`src/rtl/vga_timing_gen_if.sv`:
```
// vga_timing_gen_if: pixel-side bundle between the VGA timing generator and
// the image controller / VGA pins.
interface vga_timing_gen_if;
   logic [7:0] memRGB;
   logic [9:0] x;
   logic [9:0] y;
   logic       PIX_EN;
   logic       FRAME_CLOCK;
   logic       VIDEO_ON;
   logic       HSYNC;
   logic       VSYNC;
   logic [2:0] VGA_R;
   logic [2:0] VGA_G;
   logic [1:0] VGA_B;

   // Timing generator side: drives raster position, strobes and pins.
   modport master (
      input  memRGB,
      output x, y, PIX_EN, FRAME_CLOCK, VIDEO_ON, HSYNC, VSYNC,
             VGA_R, VGA_G, VGA_B
   );

   // Image controller / pin side: returns colour for the current x/y.
   modport slave (
      output memRGB,
      input  x, y, PIX_EN, FRAME_CLOCK, VIDEO_ON, HSYNC, VSYNC,
             VGA_R, VGA_G, VGA_B
   );
endinterface

```
`src/rtl/vga_timing_gen.sv`:
```
// vga_timing_gen: VGA raster timing generator (640x480@60 by default).
// Divides CLK_IN into a one-cycle pixel strobe, walks x/y over the full
// raster, and registers blanked colour plus sync with one pixel period of
// latency so colour and sync stay aligned at the pins.
module vga_timing_gen #(
   parameter int unsigned CLK_DIV  = 4,
   parameter int unsigned H_ACTIVE = 640,
   parameter int unsigned H_FP     = 16,
   parameter int unsigned H_SYNC   = 96,
   parameter int unsigned H_BP     = 48,
   parameter int unsigned V_ACTIVE = 480,
   parameter int unsigned V_FP     = 10,
   parameter int unsigned V_SYNC   = 2,
   parameter int unsigned V_BP     = 33,
   parameter bit          HS_POL   = 1'b0,
   parameter bit          VS_POL   = 1'b0
) (
   input  logic             CLK_IN,
   input  logic             RST_N,
   vga_timing_gen_if.master vga
);

   localparam int unsigned H_TOTAL = H_ACTIVE + H_FP + H_SYNC + H_BP;
   localparam int unsigned V_TOTAL = V_ACTIVE + V_FP + V_SYNC + V_BP;
   localparam int unsigned DIV_W   = (CLK_DIV > 1) ? $clog2(CLK_DIV) : 1;

   localparam logic [DIV_W-1:0] DIV_LAST = DIV_W'(CLK_DIV - 1);
   localparam logic [DIV_W-1:0] DIV_ONE  = DIV_W'(1);

   localparam logic [9:0] X_LAST   = 10'(H_TOTAL - 1);
   localparam logic [9:0] Y_LAST   = 10'(V_TOTAL - 1);
   localparam logic [9:0] X_ACT    = 10'(H_ACTIVE);
   localparam logic [9:0] Y_ACT    = 10'(V_ACTIVE);
   localparam logic [9:0] HS_START = 10'(H_ACTIVE + H_FP);
   localparam logic [9:0] HS_END   = 10'(H_ACTIVE + H_FP + H_SYNC);
   localparam logic [9:0] VS_START = 10'(V_ACTIVE + V_FP);
   localparam logic [9:0] VS_END   = 10'(V_ACTIVE + V_FP + V_SYNC);

   // Divider state
   logic [DIV_W-1:0] div_cnt_q, div_cnt_d;
   logic             pix_en_q,  pix_en_d;

   // Raster position
   logic [9:0]       x_q, x_d;
   logic [9:0]       y_q, y_d;

   // Registered pin-side outputs
   logic             video_on_q,    video_on_d;
   logic             hsync_q,       hsync_d;
   logic             vsync_q,       vsync_d;
   logic             frame_clock_q, frame_clock_d;
   logic [7:0]       rgb_q,         rgb_d;

   // Decoded regions of the pre-advance raster position
   logic             line_end;
   logic             frame_end;
   logic             in_active;
   logic             in_hsync;
   logic             in_vsync;
   logic             on_frame_line;

   // Pixel divider: PIX_EN is registered, so it is computed from the next
   // divider count; this keeps it glitch-free and high exactly while
   // div_cnt sits at its last value.
   always_comb begin
      div_cnt_d = (div_cnt_q == DIV_LAST) ? '0 : div_cnt_q + DIV_ONE;
      pix_en_d  = (div_cnt_d == DIV_LAST);
   end

   // Raster region decode from the current (pre-advance) position.
   always_comb begin
      line_end      = (x_q == X_LAST);
      frame_end     = (y_q == Y_LAST);
      in_active     = (x_q < X_ACT) && (y_q < Y_ACT);
      in_hsync      = (x_q >= HS_START) && (x_q < HS_END);
      in_vsync      = (y_q >= VS_START) && (y_q < VS_END);
      on_frame_line = (y_q == Y_ACT);
   end

   // Raster counters advance only on the pixel strobe.
   always_comb begin
      x_d = x_q;
      y_d = y_q;
      if (pix_en_q) begin
         if (line_end) begin
            x_d = '0;
            y_d = frame_end ? '0 : y_q + 10'd1;
         end else begin
            x_d = x_q + 10'd1;
         end
      end
   end

   // Output pipeline: load blanked colour, syncs and frame flag together on
   // the pixel strobe; hold them in between.
   always_comb begin
      video_on_d    = video_on_q;
      hsync_d       = hsync_q;
      vsync_d       = vsync_q;
      frame_clock_d = frame_clock_q;
      rgb_d         = rgb_q;
      if (pix_en_q) begin
         video_on_d    = in_active;
         hsync_d       = in_hsync ^ ~HS_POL;
         vsync_d       = in_vsync ^ ~VS_POL;
         frame_clock_d = on_frame_line;
         rgb_d         = in_active ? vga.memRGB : 8'h00;
      end
   end

   // State registers with asynchronous active-low reset; syncs reset inactive.
   always_ff @(posedge CLK_IN or negedge RST_N) begin
      if (!RST_N) begin
         div_cnt_q     <= '0;
         pix_en_q      <= 1'b0;
         x_q           <= '0;
         y_q           <= '0;
         video_on_q    <= 1'b0;
         hsync_q       <= ~HS_POL;
         vsync_q       <= ~VS_POL;
         frame_clock_q <= 1'b0;
         rgb_q         <= '0;
      end else begin
         div_cnt_q     <= div_cnt_d;
         pix_en_q      <= pix_en_d;
         x_q           <= x_d;
         y_q           <= y_d;
         video_on_q    <= video_on_d;
         hsync_q       <= hsync_d;
         vsync_q       <= vsync_d;
         frame_clock_q <= frame_clock_d;
         rgb_q         <= rgb_d;
      end
   end

   assign vga.x           = x_q;
   assign vga.y           = y_q;
   assign vga.PIX_EN      = pix_en_q;
   assign vga.FRAME_CLOCK = frame_clock_q;
   assign vga.VIDEO_ON    = video_on_q;
   assign vga.HSYNC       = hsync_q;
   assign vga.VSYNC       = vsync_q;
   assign vga.VGA_R       = rgb_q[7:5];
   assign vga.VGA_G       = rgb_q[4:2];
   assign vga.VGA_B       = rgb_q[1:0];

endmodule

```
`src/flat_wrapper.sv`:
```
// flat-port wrapper written by rule: the top's interface ports become plain ports
module vga_timing_gen_flat 
#(
   parameter int unsigned CLK_DIV  = 4,
   parameter int unsigned H_ACTIVE = 640,
   parameter int unsigned H_FP     = 16,
   parameter int unsigned H_SYNC   = 96,
   parameter int unsigned H_BP     = 48,
   parameter int unsigned V_ACTIVE = 480,
   parameter int unsigned V_FP     = 10,
   parameter int unsigned V_SYNC   = 2,
   parameter int unsigned V_BP     = 33,
   parameter bit          HS_POL   = 1'b0,
   parameter bit          VS_POL   = 1'b0
)
  (CLK_IN, RST_N, vga_memRGB, vga_x, vga_y, vga_PIX_EN, vga_FRAME_CLOCK, vga_VIDEO_ON, vga_HSYNC, vga_VSYNC, vga_VGA_R, vga_VGA_G, vga_VGA_B);
  vga_timing_gen_if vga_i ();
  input  logic CLK_IN;
  input  logic RST_N;
  input wire logic [$bits(vga_i.memRGB)-1:0] vga_memRGB;
  output wire logic [$bits(vga_i.x)-1:0] vga_x;
  output wire logic [$bits(vga_i.y)-1:0] vga_y;
  output wire logic [$bits(vga_i.PIX_EN)-1:0] vga_PIX_EN;
  output wire logic [$bits(vga_i.FRAME_CLOCK)-1:0] vga_FRAME_CLOCK;
  output wire logic [$bits(vga_i.VIDEO_ON)-1:0] vga_VIDEO_ON;
  output wire logic [$bits(vga_i.HSYNC)-1:0] vga_HSYNC;
  output wire logic [$bits(vga_i.VSYNC)-1:0] vga_VSYNC;
  output wire logic [$bits(vga_i.VGA_R)-1:0] vga_VGA_R;
  output wire logic [$bits(vga_i.VGA_G)-1:0] vga_VGA_G;
  output wire logic [$bits(vga_i.VGA_B)-1:0] vga_VGA_B;
  assign vga_i.memRGB = vga_memRGB;
  assign vga_x = vga_i.x;
  assign vga_y = vga_i.y;
  assign vga_PIX_EN = vga_i.PIX_EN;
  assign vga_FRAME_CLOCK = vga_i.FRAME_CLOCK;
  assign vga_VIDEO_ON = vga_i.VIDEO_ON;
  assign vga_HSYNC = vga_i.HSYNC;
  assign vga_VSYNC = vga_i.VSYNC;
  assign vga_VGA_R = vga_i.VGA_R;
  assign vga_VGA_G = vga_i.VGA_G;
  assign vga_VGA_B = vga_i.VGA_B;
  vga_timing_gen #(.CLK_DIV(CLK_DIV), .H_ACTIVE(H_ACTIVE), .H_FP(H_FP), .H_SYNC(H_SYNC), .H_BP(H_BP), .V_ACTIVE(V_ACTIVE), .V_FP(V_FP), .V_SYNC(V_SYNC), .V_BP(V_BP), .HS_POL(HS_POL), .VS_POL(VS_POL)) u_core (.CLK_IN(CLK_IN), .RST_N(RST_N), .vga(vga_i));
endmodule
```
`config.mk`:
```
export PLATFORM = sky130hd
export DESIGN_NAME = vga_timing_gen_flat
export DESIGN_NICKNAME = d
export VERILOG_FILES = /design/src/rtl/vga_timing_gen_if.sv /design/src/rtl/vga_timing_gen.sv /design/src/flat_wrapper.sv
export SDC_FILE = /design/constraint.sdc
export NUM_CORES = 1
export LEC_CHECK = 0
export BUFFER_PORTS_ARGS = -buffer_cell sky130_fd_sc_hd__buf_2
export CAP_MARGIN = 20
export CORE_MARGIN = 2
export CORE_UTILIZATION = 24
export DETAILED_ROUTE_END_ITERATION = 7
export PLACE_DENSITY = 0.48
export SLEW_MARGIN = 20
export SYNTH_ARGS = -nofsm -noshare
export SYNTH_HDL_FRONTEND = slang
export SYNTH_SLANG_ARGS = --single-unit
```
`constraint.sdc`:
```
create_clock -name CLK_IN -period 5 [get_ports CLK_IN]
set_input_delay 0.5 -clock CLK_IN [delete_from_list [all_inputs] [get_ports CLK_IN]]
set_output_delay 0.5 -clock CLK_IN [all_outputs]
set_load 0.01 [all_outputs]
```
After elaboration in Yosys (flattened, before gate mapping). Index checks and enable logic that the tools add are counted.

Register bits: 35. Bits of input ports: 10. Output and inout bits: 33. Word-level logic and storage cells: 33.

Add/sub/neg operators: 3. Magnitude comparators: 6. Equality and inequality tests: 5. Muxes and demuxes: 4. Bitwise gates (word level): 2. Reductions and logical operators: 4.

Operator list (number): $add 10x1->10 const B (2); $eq 10x10->1 const B (2); $lt 10x10->1 const B (2); $lt 10x9->1 const B (2); $mux 10 (2); $eq 10x9->1 const B (1); $ge 10x10->1 const B (1); $ge 10x9->1 const B (1); $mux 8 (1); $eq 2x2->1 const B (2); $logic_and 1x1->1 (3); $add 2x1->2 const B (1); $mux 2 (1); $not 1->1 (2); $reduce_and 2->1 (1).

Logic depth before layout (Yosys ltp). Gate-level depths: netlist (run 1).

Word-level depth: 3. Gate-level depth with buffers: 7. Mapped depth without buffers: 6.

Worst setup path before layout (run 1). No wires, ideal clock.

Path kind: register to register. Start: register u_core.x_q[0], in the netlist u_core.vga.x[0]. End: register u_core.y_q[9], in the netlist u_core.vga.y[9]. Setup time: 0.077 ns. Arrival: 1.651 ns. Data required time: 4.923 ns. Path slack: 3.272 ns. Stages on the path, launching flop included: 7. Buffers on the path: 1. Period minus slack after synthesis: 1.728 ns. Cells stage by stage: dfrtp_1 ha_1 and4_1 buf_4 nand3_4 or4_1 a21oi_1.

Word-level cells in the longest chain between the ends: 2.

Ends and longest elaborated chain: start: declaration (RTL line vga_timing_gen.sv:44) `logic [9:0] x_q, x_d;`; start signal: assignment (RTL line vga_timing_gen.sv:116) `x_q <= '0;`; start signal: assignment (RTL line vga_timing_gen.sv:126) `x_q <= x_d;`; $eq 10x10->1 (RTL line vga_timing_gen.sv:72) `line_end = (x_q == X_LAST);`; $reduce_and 2->1 (no source line); end signal: assignment (RTL line vga_timing_gen.sv:127) `y_q <= y_d;`; end: declaration (RTL line vga_timing_gen.sv:45) `logic [9:0] y_q, y_d;`.

Every way passes these cells. A chain may end at the register's enable or synchronous reset.

Final worst setup path (run 1). Ends and elaborated chain as after synthesis.

==> summary.txt, run 1 <==
Hold path
  – Hold Crit Class: in2async

Finish
  – Final core utilization: a little over 30%
  – Final non-filler cell area: just under 2000 um2
  – Cell Count, Final, Fillers Out: about 270
  – Commonest non-fill, non-tap cell in the layout: buf_2
  – Ant diodes: 0
  – Share of cells above drive strength 1: around 28%
  – Commonest cells after routing, fill and taps aside: buf_2, dfrtp_1, nand3_1
  – Area growth from synthesis to final layout: 22.7%
  – Nets: 210

Place
  – Cell Area, Placed: about 1900 um2
  – DP HPWL: 2560 um
  – Placer Congestion: 0.776
  – Buffers on Ports: between 40 and 50
  – Cells after DPL: between 200 and 300

Synthesis
  – Fraction of registers with async set/reset: 100%
  – Yosys top cell area share: between 50% and 60%
  – Top FF cell, synth: dfrtp_1
  – Post-synth top area cell: dfrtp_1
  – Number of synthesized flops with an enable pin: 0
  – Largest cells by area after synthesis: dfrtp_1, ha_1, a22o_1, nand3_1, dfstp_2
  – Post-synthesis sequential area ratio: 54.3%
  – Mapped Area: 1620 um2
  – Seq cells post-synth: 35
  – Post-Syn Nets: around 170
  – Netlist cell types: 36
  – Mean Syn Cell Area: between 10 and 15 um2
  – Post-Synthesis Cells: 150
  – Ys Warns: 0

STA
  – Period minus WS final: between 1.5 and 2 ns
  – Final hold slack: 0.300 ns
  – Setup violators final: 0
  – Setup tns final: 0 ns
  – Clock Skews: between 0.002 and 0.003 ns
  – Rel. slew slack: 46.9%
  – Worst Max-Slew Pin Slew: about 0.8 ns
  – Maximum clock frequency: between 500 and 600 MHz
  – Tcrit/Tclk final: around 38%
  – Fin. Hold Viols: 0
  – Final slew viol count: 0
  – RSZ-0062 raised after global routing: false

CTS
  – Cts bufs inserted: 5
  – CTS root buffer: clkbuf_8
  – Setup repair bufs after CTS: 0
  – Worst skew pair latency: between 0.2 and 0.3 ns
  – Clock sinks: 35
  – Max H-tree Level: 2
  – Hold buffers post-CTS: 0
  – Cts repair resizes: 0
  – Clk slew on worst S/H paths: about 0.070 ns
  – Maximum clock insertion buffer count: 2
  – CTS tree: built

Routing
  – Drt pass-1 iters: 6
  – Via density: about 4.6
  – DR vias: between 1k and 1.5k
  – Wire length per cell: 13.3 um
  – Initial DRC count: 74
  – Post-route ant nets: 0
  – Routed WL: about 3600 um
  – DRC viols: 0

Worst setup path
  – Req. time, crit path: 5.21 ns
  – Crit-path max FO: 10
  – Critical Path Start Type: flop
  – WP data arrival: 2.10 ns
  – Flop-to-flop setup slack: approximately 3.1 ns
  – CP endpoint kind: flop
  – Worst setup path class: reg2reg

Power
  – Sw Ratio: between 20% and 30%
  – Leak: around 0.96 nW
  – Sequential share of power: between 50% and 60%
  – PwrDens: 253 nW/um2
  – P_sw: ~0.11 mW
  – Logic pwr share: ~3.4%
  – Clock power frac: slightly below 40%
  – Int Pwr: around 0.39 mW
  – Worst VDD drop: between 0.00009 and 0.0001 V

Die
  – Die Span Y: around 86 um
  – DIE WIDTH: roughly 86 um
  – Row cnt: 29
  – Core area: approximately 6400 um2
  – Die Footprint: between 7000 and 8000 um2
  – Io pins: 43
  – Initial core utilization: 25.2%

Global route
  – Largest net degree at the start of global routing: 36
  – Total gr overflow: 0
  – Total track usage: between 10% and 20%
  – First-pass GRT wire length: 6020 um
  – Initial antenna violation count: 0
  – Vias in the first global route: 1,224

Outcome
  – Status: complete, no violations

Job
  – Max_cap viols: 0
sequential cells by signal, summed over array words and instances (netlist names):
| signal | flops |
|---|---|
| u_core.vga.x | 10 |
| u_core.vga.VIDEO_ON | 1 |
| u_core.vga.HSYNC | 1 |
| u_core.vga.VSYNC | 1 |
| u_core.div_cnt_q | 2 |
| u_core.vga.FRAME_CLOCK | 1 |
| u_core.vga.PIX_EN | 1 |
| u_core.rgb_q | 8 |
| u_core.vga.y | 10 |
layout make-up:
class | count | area [um2]
tap | 77 | 96.3
inverter | 9 | 33.8
multi-input combinational | 101 | 681
clock buffer | 5 | 68.8
clock inverter | 3 | 15.0
sequential | 35 | 878
timing repair buffer | 42 | 210
fill | 668 | 4440
per-layer routing:
metal  track usage (%)  wire length [um]
met1              14.0              1740
met2              15.6              1610
met5                 0                 0
met3              3.56               213
met4              3.90                47
power groups by stage:
stage               Clock (mW)  Combinational, mW  Sequential (mW)
detailed placement           0             0.0180            0.293
CTS                      0.208             0.0179            0.288
finish                   0.197             0.0170            0.288
floorplan                    0            0.00319            0.295
global placement             0             0.0177            0.293
global route             0.221             0.0194            0.288
kinds of logic after synthesis:
kind of cell,synth area share [%]
flip-flops,54.3
adder cells (fa/ha/maj),4.64
buffers and inverters,3.56
AND/OR/NAND/NOR,20.8
AO/OA/AOI/OAI,11.2
XOR/XNOR,5.42
cells in the mapped netlist (4+ instances only):
master,instances
dfrtp_1,33
nand3_1,12
nand2_1,11
inv_1,9
a22o_1,8
o21ai_0,8
ha_1,6
nor2_1,6
a21oi_1,5
nand4_1,5
xnor2_1,5
xor2_1,5
and3_1,4
path summary, 6_finish.rpt:
path	cells after the start	endpoint	from
min in group CLK_IN	2	u_core.rgb_q[5]$_DFFE_PN0P_	vga_memRGB[5]
max	5	u_core.vga.y[9]$_DFFE_PN0P_	u_core.vga.x[0]$_DFFE_PN0P_
min	1	u_core.vga.x[6]$_DFFE_PN0P_	RST_N
max reg2reg	5	u_core.vga.y[9]$_DFFE_PN0P_	u_core.vga.x[0]$_DFFE_PN0P_
max in group asynchronous	1	u_core.div_cnt_q[1]$_DFF_PN0_	RST_N
min reg2reg	1	u_core.div_cnt_q[0]$_DFF_PN0_	u_core.div_cnt_q[0]$_DFF_PN0_
metrics by stage:
step	total power, mW	worst slack [ns]
2_1_floorplan	0.298	3.27
3_3_place_gp	0.311	3.17
3_5_place_dp	0.311	3.10
4_1_cts	0.514	3.10
5_1_grt	0.529	2.98
6_report	0.502	3.11
critical path, cell delays in order, from the launching register on:
cell and delay [ns]:
dfrtp_1 0.40, ha_1 0.19, and4_1 0.37, nand3_4 0.17, or4_1 0.53, a21oi_1 0.15
(Power assumes the default switching activity.)
==> run 2, diff against run 1 <==
==> constraint.sdc (replaced) <==
create_clock -name CLK_IN -period 1.8 [get_ports CLK_IN]
set_input_delay 0.18 -clock CLK_IN [delete_from_list [all_inputs] [get_ports CLK_IN]]
set_output_delay 0.18 -clock CLK_IN [all_outputs]
set_load 0.01 [all_outputs]
==> summary.txt, run 2 (synthesized netlist as in run 1, its figures left out) <==
STA
  – Final slew viol count: 0 (unchanged)
  – Final WS setup: 0.164 ns (-2.95 ns)
  – Clock Skews: 0.00692 ns (+0.00415 ns)
  – Period minus WS final: 1.64 ns (-0.255 ns)
  – Tcrit/Tclk final: 90.9% (+53 points)
  – Worst Max-Slew Pin Slew: 0.451 ns (-0.346 ns)
  – Maximum clock frequency: 611 MHz (+16%)
  – Rel. slew slack: 69.9% (+23 points)
  – Fin. Hold Viols: 0 (unchanged)
  – Setup tns final: 0 ns (unchanged)
  – RSZ-0062 raised after global routing: false
  – Setup violators final: 0 (unchanged)

Routing
  – Initial DRC count: 83 (+12%)
  – Routed WL: 3760 um (+4.2%)
  – Post-route ant nets: 0 (unchanged)
  – DRC viols: 0 (unchanged)
  – Via density: 4.59 (-0.37%)
  – Drt pass-1 iters: 4 (-2)
  – DR vias: 1,307 (+4.4%)
  – Wire length per cell: 13.2 um (-0.52%)

Die
  – Die Footprint: 7410 um2 (unchanged)
  – DIE WIDTH: 86.1 um (unchanged)
  – Initial core utilization: 25.2% (unchanged)
  – Row cnt: 29 (unchanged)
  – Core area: 6420 um2 (unchanged)
  – Io pins: 43 (unchanged)
  – Die Span Y: 86.1 um (unchanged)

Hold path
  – HP Start: vga_memRGB[4]
  – Hold Crit Class: in2reg

Place
  – DP HPWL: 2700 um (+5.7%)
  – Cells after DPL: 276 (+4.5%)
  – Placer Congestion: 0.734 (-5.5%)
  – Cell Area, Placed: 1990 um2 (+4.7%)
  – Setup Slack @ Placement: 0.172 ns (-2.93 ns)
  – Buffers on Ports: 42 (unchanged)

Worst setup path
  – Slowest stage cell, crit path: or4_1
  – WP data arrival: 1.85 ns (-0.25 ns)
  – Critical-path cell list: ha_1 -> and4_1 -> nand3_4 -> or4_1 -> a21oi_1
  – Crit-path max FO: 4 (-6)
  – Worst setup path class: reg2reg
  – Critical Path Source: u_core.vga.x[1]$_DFFE_PN0P_
  – Critical R2R Launch: u_core.vga.x[1]$_DFFE_PN0P_
  – CP max stage delay: 0.50 ns (-0.03 ns)
  – Req. time, crit path: 2.01 ns (-3.20 ns)
  – Critical Path Start Type: flop
  – CP endpoint kind: flop

CTS
  – CTS tree: built
  – Worst skew pair latency: 0.28 ns (about the same)
  – Clock sinks: 35 (unchanged)
  – Cts repair resizes: 0 (unchanged)
  – Max H-tree Level: 2 (unchanged)
  – Cts bufs inserted: 5 (unchanged)
  – CTS root buffer: clkbuf_8
  – Clk slew on worst S/H paths: 0.08 ns (about the same)
  – Maximum clock insertion buffer count: 2 (unchanged)

Finish
  – FILL cells: 656 (-1.8%)
  – Commonest non-fill, non-tap cell in the layout: buf_2
  – Final non-filler cell area: 2110 um2 (+6.5%)
  – Nets: 223 (+6.2%)
  – Commonest cells after routing, fill and taps aside: buf_2, dfrtp_1, nand3_1, buf_4, nand2_1
  – Area growth from synthesis to final layout: 30.7%
  – Share of cells above drive strength 1: 32.2% (+4.0 points)
  – Final core utilization: 32.9% (+2.0 points)
  – Cell Count, Final, Fillers Out: 285 (+4.8%)
  – Ant diodes: 0 (unchanged)

Global route
  – Largest net degree at the start of global routing: 36 (unchanged)
  – Vias in the first global route: 1,285 (+5.0%)
  – First-pass GRT wire length: 6270 um (+4.1%)
  – Total track usage: 10.8% (+0.31 points)
  – Initial antenna violation count: 0 (unchanged)
  – Total gr overflow: 0 (unchanged)

Power
  – Leak: 1.04 nW (+7.9%)
  – PwrDens: 739 nW/um2 (+190%)
  – Worst VDD drop: 0.000256 V (+160%)

Job
  – Max_cap viols: 0 (unchanged)

Outcome
  – Status: complete, no violations
run 2: final cells by class:
| cell class | count | area [um2] | share of cell area, % |
|---|---|---|---|
| clock inverter | 3 | 43.8 | 2.07 |
| tap | 77 | 96.3 | 4.56 |
| inverter | 9 | 33.8 | 1.60 |
| multi-input combinational | 101 | 681 | 32.2 |
| timing repair buffer | 55 | 310 | 14.7 |
| clock buffer | 5 | 68.8 | 3.26 |
| sequential | 35 | 878 | 41.6 |
run 2: final timing paths:
kind | endpoint | slack [ns] | depth (start not counted)
min in group asynchronous | u_core.vga.x[4]$_DFFE_PN0P_ | 0.46 | 3
max in group asynchronous | u_core.vga.VSYNC$_DFFE_PN1P_ | 0.99 | 3
hold / removal | u_core.rgb_q[4]$_DFFE_PN0P_ | 0.11 | 2
hold reg to reg | u_core.div_cnt_q[0]$_DFF_PN0_ | 0.45 | 1
setup reg to reg | u_core.vga.y[9]$_DFFE_PN0P_ | 0.16 | 5
setup / recovery | u_core.vga.y[9]$_DFFE_PN0P_ | 0.16 | 5
run 2: layer usage:
layer / global-route usage [%] / vias to the layer above / routed length (um)
met2: 17.2 / 36 / 1730
met1: 13.8 / 616 / 1780
met5: 0 / - / 0
met4: 3.46 / 0 / 46
met3: 3.56 / 9 / 204
li1: - / 646 / -
run 2: through the flow:
stage	power (mW)	hold WS, ns
after global routing	1.65	0.0878
after detailed placement	0.866	0.252
after global placement	0.866	0.251
final	1.56	0.105
after floorplan	0.829	-0.116
after CTS	1.60	0.0886
run 2: power breakdown:
| group | total (mW) | internal [mW] | switching, mW |
|---|---|---|---|
| clock | 0.711 | 0.412 | 0.298 |
| sequential | 0.800 | 0.795 | 0.00465 |
| combinational | 0.0503 | 0.0231 | 0.0271 |
run 2: timing repair:
item / 4_1_cts / 5_1_grt
hold buffers: 1 / 0
endpoints found under the setup margin: 0 / 0
buffers inserted: 0 / 0
endpoints found under the hold margin: 33 / 0
run 2: worst max-delay path: cells and delay by family (launching register included):
family	cells	cell delay, ns
and+or+nand+nor	3	0.86
DFF	1	0.38
adders and majority gates	1	0.18
AOI/OAI and AO/OA	1	0.15
